File: src/rtl/alu_issue_stage.sv
// Decode/issue stage in front of the ALU: decodes one MIPS-I instruction per accept
// and presents the operand bundle through a 2-entry skid buffer.
module alu_issue_stage #(
  parameter int          DEPTH         = 2,
  parameter logic [5:0]  ILLEGAL_ACODE = 6'b100001
) (
  input  logic        clk,
  input  logic        rst_n,
  input  logic        flush,
  input  logic        in_valid,
  output logic        in_ready,
  input  logic [31:0] in_instr,
  input  logic [31:0] in_rs_val,
  input  logic [31:0] in_rt_val,
  output logic        out_valid,
  input  logic        out_ready,
  output logic [31:0] out_a,
  output logic [31:0] out_b,
  output logic [5:0]  out_aluc,
  output logic [4:0]  out_dst,
  output logic        out_wen,
  output logic        out_illegal,
  output logic [15:0] issue_cnt
);

  if (DEPTH != 2) begin : g_depth_check
    $error("alu_issue_stage: DEPTH must be 2");
  end

  typedef struct packed {
    logic [31:0] a;
    logic [31:0] b;
    logic [5:0]  aluc;
    logic [4:0]  dst;
    logic        wen;
    logic        illegal;
  } bundle_t;

  logic [5:0]  op, funct;
  logic [4:0]  rt, rd, shamt;
  logic [15:0] imm;
  logic [31:0] imm_sext, imm_zext;
  logic        unused_rs_field;
  logic        illegal;
  bundle_t     dec;

  assign op       = in_instr[31:26];
  assign rt       = in_instr[20:16];
  assign rd       = in_instr[15:11];
  assign shamt    = in_instr[10:6];
  assign funct    = in_instr[5:0];
  assign imm      = in_instr[15:0];
  assign imm_sext = {{16{imm[15]}}, imm};
  assign imm_zext = {16'h0000, imm};
  // rs arrives pre-read as in_rs_val, so the field itself is not needed here.
  assign unused_rs_field = ^in_instr[25:21];

  always_comb begin
    illegal      = 1'b0;
    dec.a        = in_rs_val;
    dec.b        = imm_sext;
    dec.aluc     = ILLEGAL_ACODE;
    dec.dst      = rt;
    dec.wen      = 1'b1;
    dec.illegal  = 1'b0;
    case (op)
      6'b000000: begin
        dec.aluc = funct;
        dec.b    = in_rt_val;
        dec.dst  = rd;
        case (funct)
          6'b000000, 6'b000010, 6'b000011: dec.a = {27'd0, shamt};
          6'b000100, 6'b000110, 6'b000111,
          6'b100000, 6'b100001, 6'b100010, 6'b100011,
          6'b100100, 6'b100101, 6'b100110, 6'b100111,
          6'b101010, 6'b101011:            dec.wen = 1'b1;
          6'b001000:                       dec.wen = 1'b0;
          default:                         illegal = 1'b1;
        endcase
      end
      6'b001000: dec.aluc = 6'b100000;
      6'b001001: dec.aluc = 6'b100001;
      6'b001010: dec.aluc = 6'b101010;
      6'b001011: dec.aluc = 6'b101011;
      6'b001100: begin dec.aluc = 6'b100100; dec.b = imm_zext; end
      6'b001101: begin dec.aluc = 6'b100101; dec.b = imm_zext; end
      6'b001110: begin dec.aluc = 6'b100110; dec.b = imm_zext; end
      6'b001111: begin dec.aluc = 6'b001111; dec.a = imm_zext; dec.b = 32'd0; end
      6'b100011: dec.aluc = 6'b100001;
      6'b101011: begin dec.aluc = 6'b100001; dec.wen = 1'b0; dec.dst = 5'd0; end
      6'b000100, 6'b000101: begin
        dec.aluc = 6'b100011;
        dec.b    = in_rt_val;
        dec.wen  = 1'b0;
        dec.dst  = 5'd0;
      end
      default: illegal = 1'b1;
    endcase
    // Undecodable words still travel down the pipe, but as an inert ADDU 0,0.
    if (illegal) begin
      dec.a       = 32'd0;
      dec.b       = 32'd0;
      dec.aluc    = ILLEGAL_ACODE;
      dec.dst     = 5'd0;
      dec.wen     = 1'b0;
      dec.illegal = 1'b1;
    end else begin
      dec.illegal = 1'b0;
    end
  end

  bundle_t     e0_q, e1_q;
  logic        e0_valid_q, e1_valid_q, ready_q;
  logic [15:0] cnt_q;
  logic        accept, drain;

  assign accept = in_valid && ready_q;
  assign drain  = e0_valid_q && out_ready;

  // Entry0 feeds the outputs; entry1 only fills when entry0 is stalled.
  always_ff @(posedge clk or negedge rst_n) begin
    if (!rst_n) begin
      e0_q       <= '0;
      e1_q       <= '0;
      e0_valid_q <= 1'b0;
      e1_valid_q <= 1'b0;
      ready_q    <= 1'b1;
      cnt_q      <= 16'd0;
    end else if (flush) begin
      e0_q       <= '0;
      e1_q       <= '0;
      e0_valid_q <= 1'b0;
      e1_valid_q <= 1'b0;
      ready_q    <= 1'b1;
      cnt_q      <= 16'd0;
    end else begin
      if (drain) begin
        cnt_q <= cnt_q + 16'd1;
      end
      if (e1_valid_q) begin
        if (drain) begin
          e0_q       <= e1_q;
          e1_q       <= '0;
          e1_valid_q <= 1'b0;
          ready_q    <= 1'b1;
        end
      end else if (accept) begin
        if (!e0_valid_q || drain) begin
          e0_q       <= dec;
          e0_valid_q <= 1'b1;
        end else begin
          e1_q       <= dec;
          e1_valid_q <= 1'b1;
          ready_q    <= 1'b0;
        end
      end else if (drain) begin
        e0_q       <= '0;
        e0_valid_q <= 1'b0;
      end
    end
  end

  assign in_ready    = ready_q;
  assign out_valid   = e0_valid_q;
  assign out_a       = e0_q.a;
  assign out_b       = e0_q.b;
  assign out_aluc    = e0_q.aluc;
  assign out_dst     = e0_q.dst;
  assign out_wen     = e0_q.wen;
  assign out_illegal = e0_q.illegal;
  assign issue_cnt   = cnt_q;

endmodule

File: config.mk
export PLATFORM = sky130hd
export DESIGN_NAME = alu_issue_stage
export DESIGN_NICKNAME = d
export VERILOG_FILES = /design/src/rtl/alu_issue_stage.sv
export SDC_FILE = /design/constraint.sdc
export NUM_CORES = 1
export LEC_CHECK = 0
export CORE_AREA = 4 4 153 155
export CTS_CLUSTER_SIZE = 20
export DETAILED_ROUTE_END_ITERATION = 10
export DIE_AREA = 0 0 157 159
export PLACE_DENSITY = 0.76
export RECOVER_POWER = 100
export SYNTH_ARGS = -nofsm -noshare
export SYNTH_HDL_FRONTEND = slang
export SYNTH_SLANG_ARGS = --single-unit
export TNS_END_PERCENT = 10
File: constraint.sdc
create_clock -name clk -period 2.3 [get_ports clk]
set_input_delay 0.23 -clock clk [delete_from_list [all_inputs] [get_ports clk]]
set_output_delay 0.23 -clock clk [all_outputs]
set_load 0.02 [all_outputs]
# Word level (Yosys, flattened, before mapping)
# Index checks and enable logic that the tools add are counted.
dict set report classes {
  eq_ne 33
  n_mux 37
  reduce_logical 19
  add_sub_neg 1
}
# cell count
set op_table {}
lappend op_table {{two-way mux 77 bit} 10}
lappend op_table {{case mux 32 bit (3 select lines)} 1}
lappend op_table {{two-way mux 76 bit} 1}
lappend op_table {{equality test 6 bit, second input constant} 12}
lappend op_table {{case mux 32 bit (2 select lines)} 1}
lappend op_table {{equality test 6 x 4 -> 1 bit, second input constant} 9}
lappend op_table {{case mux 6 bit (9 select lines)} 1}
lappend op_table {{two-way mux 16 bit} 2}
lappend op_table {{two-way mux 32 bit} 1}
lappend op_table {{equality test 6 x 3 -> 1 bit, second input constant} 5}
lappend op_table {{two-way mux 1 bit} 18}
lappend op_table {{OR reduction 17 bit} 1}
lappend op_table {{adder 16 x 1 -> 16 bit, second input constant} 1}
lappend op_table {{equality test 6 x 2 -> 1 bit, second input constant} 2}
lappend op_table {{zero test 6 bit} 2}
lappend op_table {{case mux 6 bit (2 select lines)} 1}
lappend op_table {{OR reduction 12 bit} 1}
lappend op_table {{OR reduction 3 bit} 4}
lappend op_table {{AND reduction 3 bit} 3}
lappend op_table {{!= test 3 x 2 -> 1 bit, second input constant} 2}
lappend op_table {{nonzero test 3 bit} 2}
lappend op_table {{!= test 4 x 3 -> 1 bit, second input constant} 1}
lappend op_table {{!= test 3 bit, second input constant} 1}
lappend op_table {{logical AND 1 bit} 2}
lappend op_table {{other kinds (6)} 6}
dict set report totals {
  word_cells 106
  register_bits 173
  out_inout_bits 95
}

# Logic depth before layout (Yosys ltp)
dict set report depth {
  ltp_word 9
  ltp_mapped 8
  depth_no_buf 5
}

# Least setup slack after synthesis
# No wires, ideal clock.
dict set report synth_timing {
  path_kind {reg-to-reg}
  start {register ready_q, in the netlist in_ready}
  end {register e1_q[10] (netlist bit)}
  arrival_ns 1.821
  setup_time_ns 0.067
  n_path_buf 1
  synth_period_minus_slack_ns 1.888
  path_stages_with_launch 7
  t_required_ns 2.233
  path_slack_ns 0.412
  path_cell_list {dfstp_2 nand3b_4 or2_0 clkbuf_1 a2111oi_2 and2_1 a32o_1}
}
dict set report synth_via {
  elab_chain_cells 3
}
# item line_no
set synth_rtl {}
lappend synth_rtl {{from (decl)} 113} ;# logic e0_valid_q, e1_valid_q, ready_q;
lappend synth_rtl {{from (signal assigned)} 127} ;# ready_q <= 1'b1;
lappend synth_rtl {{from (signal assigned)} 134} ;# ready_q <= 1'b1;
lappend synth_rtl {{from (signal assigned)} 145} ;# ready_q <= 1'b1;
lappend synth_rtl {{logical AND 1 bit} 117} ;# assign accept = in_valid && ready_q;
lappend synth_rtl {{nonzero test 3 bit (no line)} n/a}
lappend synth_rtl {{AND reduction 3 bit (no line)} n/a}
lappend synth_rtl {{to (signal assigned)} 124} ;# e1_q <= '0;
lappend synth_rtl {{to (signal assigned)} 131} ;# e1_q <= '0;
lappend synth_rtl {{to (signal assigned)} 143} ;# e1_q <= '0;
lappend synth_rtl {{to (decl)} 112} ;# bundle_t e0_q, e1_q;
# Every way passes these cells.
# A chain may end at the register's enable or synchronous reset.

# Worst setup path in the final report
dict set report layout_timing {
  start {input in_instr[2]}
  end {register e0_q (netlist bit out_a[12])}
}
dict set report layout_via {
  elab_chain_cells 9
}
# item line_no
set layout_rtl {}
lappend layout_rtl {{from (decl)} 12} ;# input logic [31:0] in_instr,
lappend layout_rtl {{equality test 6 x 4 -> 1 bit, or another cell as far along} 71} ;# case (funct)
lappend layout_rtl {{OR reduction 17 bit (no line) or OR reduction 3 bit (tied branches)} n/a}
lappend layout_rtl {{two-way mux 1 bit or two-way mux 32 bit (tied branches)} 71}
lappend layout_rtl {{case mux 1 bit (2 select lines) or case mux 32 bit (2 select lines) (tied branches)} 66} ;# case (op)
lappend layout_rtl {{two-way mux 76 bit (*)} 100} ;# if (illegal) begin
lappend layout_rtl {{two-way mux 77 bit (*)} 148} ;# if (!e0_valid_q || drain) begin
lappend layout_rtl {{two-way mux 77 bit (*)} 147} ;# end else if (accept) begin
lappend layout_rtl {{two-way mux 77 bit (*)} 140} ;# if (e1_valid_q) begin
lappend layout_rtl {{two-way mux 77 bit (*)} 129} ;# end else if (flush) begin
lappend layout_rtl {{to (signal assigned)} 142} ;# e0_q <= e1_q;
lappend layout_rtl {{to (decl)} 112}
# Every way passes the cells marked *; elsewhere a longest branch is shown, timed or not. The select of a mux whose other input is x is not followed.

==> metrics <==
initial antenna violation count 4; Vias 8288; Pleak 0.00535 uW; worst vdd ir 0.424 mV; multi-input combinational cell area roughly 4000 um2; RSZ-0062 raised after global routing no; kind of critical path input port to flip-flop; number of fillers in the final layout around 2.0k; largest net degree at the start of global routing 64; max cap viols 1; initial core utilization between 30 and 40%; syn nets roughly 1.1k; DR vias/cell 5.65; met3 Track Usage GR approximately 5.0%; global-route wire length before repair 45100 um; post-synthesis register bit count 173; Mapped Cells slightly below 1k; CP top delay family buffers and inverters; failing checks capacitance limit, slew limit; register area share after synthesis 50.1%; PnR worst setup slack 139 ps; DIE HEIGHT 159 um; Clock Skews 10.2 ps; pwr dens 642 nW/um2; Post-synth EDFFs 0; CTS tree built; post-route ant nets 0; status finished, violations left; Bufs on Longest Clock Path 2; die area 25000 um2; CP Launch Type input port; TritonCTS buffer count 17; synthesized area 8650 um2; remaining global-route overflow 0; busiest grt layer met2; clock sinks between 150 and 200; slowest CP cell clkbuf_4; Avg Cell Area, Syn 8.81 um2; nature of the critical path endpoint flip-flop; area post-placement 11200 um2; Initial DRT Pass Iterations 5; die width approximately 160 um; Synth Flop Type dfrtp_1; most frequent cells in the layout dfrtp_1 (172), a21oi_1 (150), nand2_1 (122), nor2_1 (98), dlygate4sd3_1 (96); layout cell share with drive strength beyond 1 9.22%; I/O Pins 196; Worst-path clk slew 70 ps; GPL Wtd Cong 0.896; IO buf count 190; Yosys cell types 61; Post-layout nets 1272; Crit Path Max Fanout 50; FP Rows 54; worst slack at placement -174 ps; setup TNS 0 ps; Max Clk Rate 0.463 GHz; ys async rst share between 90% and 100%; wire length per cell 19.1 um; Worst Path Buf+Inv 2; HP Class input port to flip-flop; worst hold margin 374 ps; GR met2 Demand/Resource 34.5%; final instance area 11800 um2; register area between 4000 and 5000 um2; utilization after layout 54.0%; htree depth 4; DRC 0; clock period minus worst slack 2160 ps; Final Cycle Share 93.9%; Final setup violation count 0; core area ~22000 um2; Final Hold Fails 0; initial DRC count slightly above 800; crit-path cells clkdlybuf4s50_1 -> or3_1 -> a211oi_1 -> a211o_2 -> clkbuf_4 -> o211ai_1 -> a21oi_1; met1 Use GR 31.4%; GRT Total Usage around 22%; Required @ worst endpoint between 2000 and 3000 ps; Worst Tran Pin Value 1620 ps; Area growth, synth to finish 36.3%; max_slew headroom -8.30%; Arrival @ worst endpoint around 2500 ps; WL final 28000 um; Root Driver clkbuf_16; vias in the first global route 8166; final-report max-slew violation count a little over 60; Yosys Warn Count 0; CP max stage delay 560 ps; Detailed Place HPWL 19100 um; clk_lat worst skew 430 ps; most common cell after layout, fill and taps aside dfrtp_1
Yosys cell counts, types with 2 or more instances:
library cell	instances	area, um2
a22oi_1	21	158
xnor2_1	6	52.6
a21oi_1	151	756
nor2_1	99	372
buf_6	6	67.6
a31o_1	2	17.5
and3_1	2	12.5
a211oi_1	2	15.0
inv_1	16	60.1
or2_2	3	18.8
nand3_1	26	130
o2111ai_1	11	96.3
o21ai_1	36	180
or3_1	3	18.8
buf_4	4	30.0
nor3_1	8	40.0
a22o_1	3	26.3
a32o_1	6	60.1
and2_1	28	175
nand2_1	122	458
a32oi_1	2	17.5
dfrtp_1	172	4300
xor2_1	7	61.3
nand2b_1	2	12.5
buf_1	2	7.51
a21boi_0	10	75.1
buf_2	24	120
and4_1	3	26.3
a21o_1	19	143
nor2b_1	5	31.3
nand4_1	11	68.8
o21ai_0	62	310
clkbuf_1	48	180
o211ai_1	30	225
o32ai_1	4	35.0
timing repair:
item,in CTS,in global routing
hold endpoints to repair,56,0
gates resized for setup,0,0
buffers inserted,0,0
hold buffers,1,0
worst reg2reg max path: cells and delay by family (launching register included):
kind | cells | cell delay [ps]
AO/OA/AOI/OAI | 3 | 850
buffers and inverters | 1 | 500
flip-flops | 1 | 570
AND/OR/NAND/NOR | 1 | 90
sequential cells by signal (all words and copies together), names as in the netlist, 5 cells and up:
name / flops
out_a: 32
e1_q: 77
out_b: 32
out_aluc: 6
out_dst: 5
issue_cnt: 16
routing by layer:
metal	up-vias	part of all wire (%)
li1	3852	-
met1	4057	42
met2	335	48
met3	42	7.7
met4	2	2.4
met5	-	0.029
per-stage QoR:
step / power (uW) / std cells
after global placement: 4550 / 1430
after global routing: 7850 / 1465
after detailed placement: 4560 / 1430
final: 7570 / 1466
after floorplan: 3830 / 982
after CTS: 7660 / 1462
power breakdown:
part	switching, uW	leakage [uW]	internal, uW
Clock	1260	0.000306	1860
Sequential	74.7	0.00235	3160
Combinational	699	0.00270	519
final cells by class:
type	instances	share of cell area, %
Inverter	16	0.509
Tap cell	280	2.97
Antenna cell	4	0.0849
Clock inverter	12	1.59
Sequential cell	173	36.7
Timing Repair Buffer	253	21.4
Clock buffer	19	3.76
Multi-Input combinational cell	709	32.9
kinds of logic (layout without fill, tap and decap cells):
kind of cell	count (synthesis)	count (layout)	share of synthesized area, %
AO/OA/AOI/OAI	369	369	25.5
AND/OR/NAND/NOR	324	324	17.3
flip-flops	173	173	50.1
buffers and inverters	100	300	5.38
XOR/XNOR	13	13	1.32
multiplexers	2	2	0.246
adder cells (fa/ha/maj)	1	1	0.145
other	0	4	0
final timing paths:
check,start,endpoint,cells after the start,slack [ps]
setup / recovery,in_instr[2],out_a[12],7,140
setup reg to reg,in_ready,e1_q[8],5,180
max in group asynchronous,rst_n,e1_q[10],3,390
hold / removal,in_rs_val[28],e1_q[73],3,370
min in group asynchronous,rst_n,e1_q[74],2,780
hold reg to reg,out_aluc[4],out_aluc[4],2,460
Note: power is estimated with default switching activity, not from simulation.
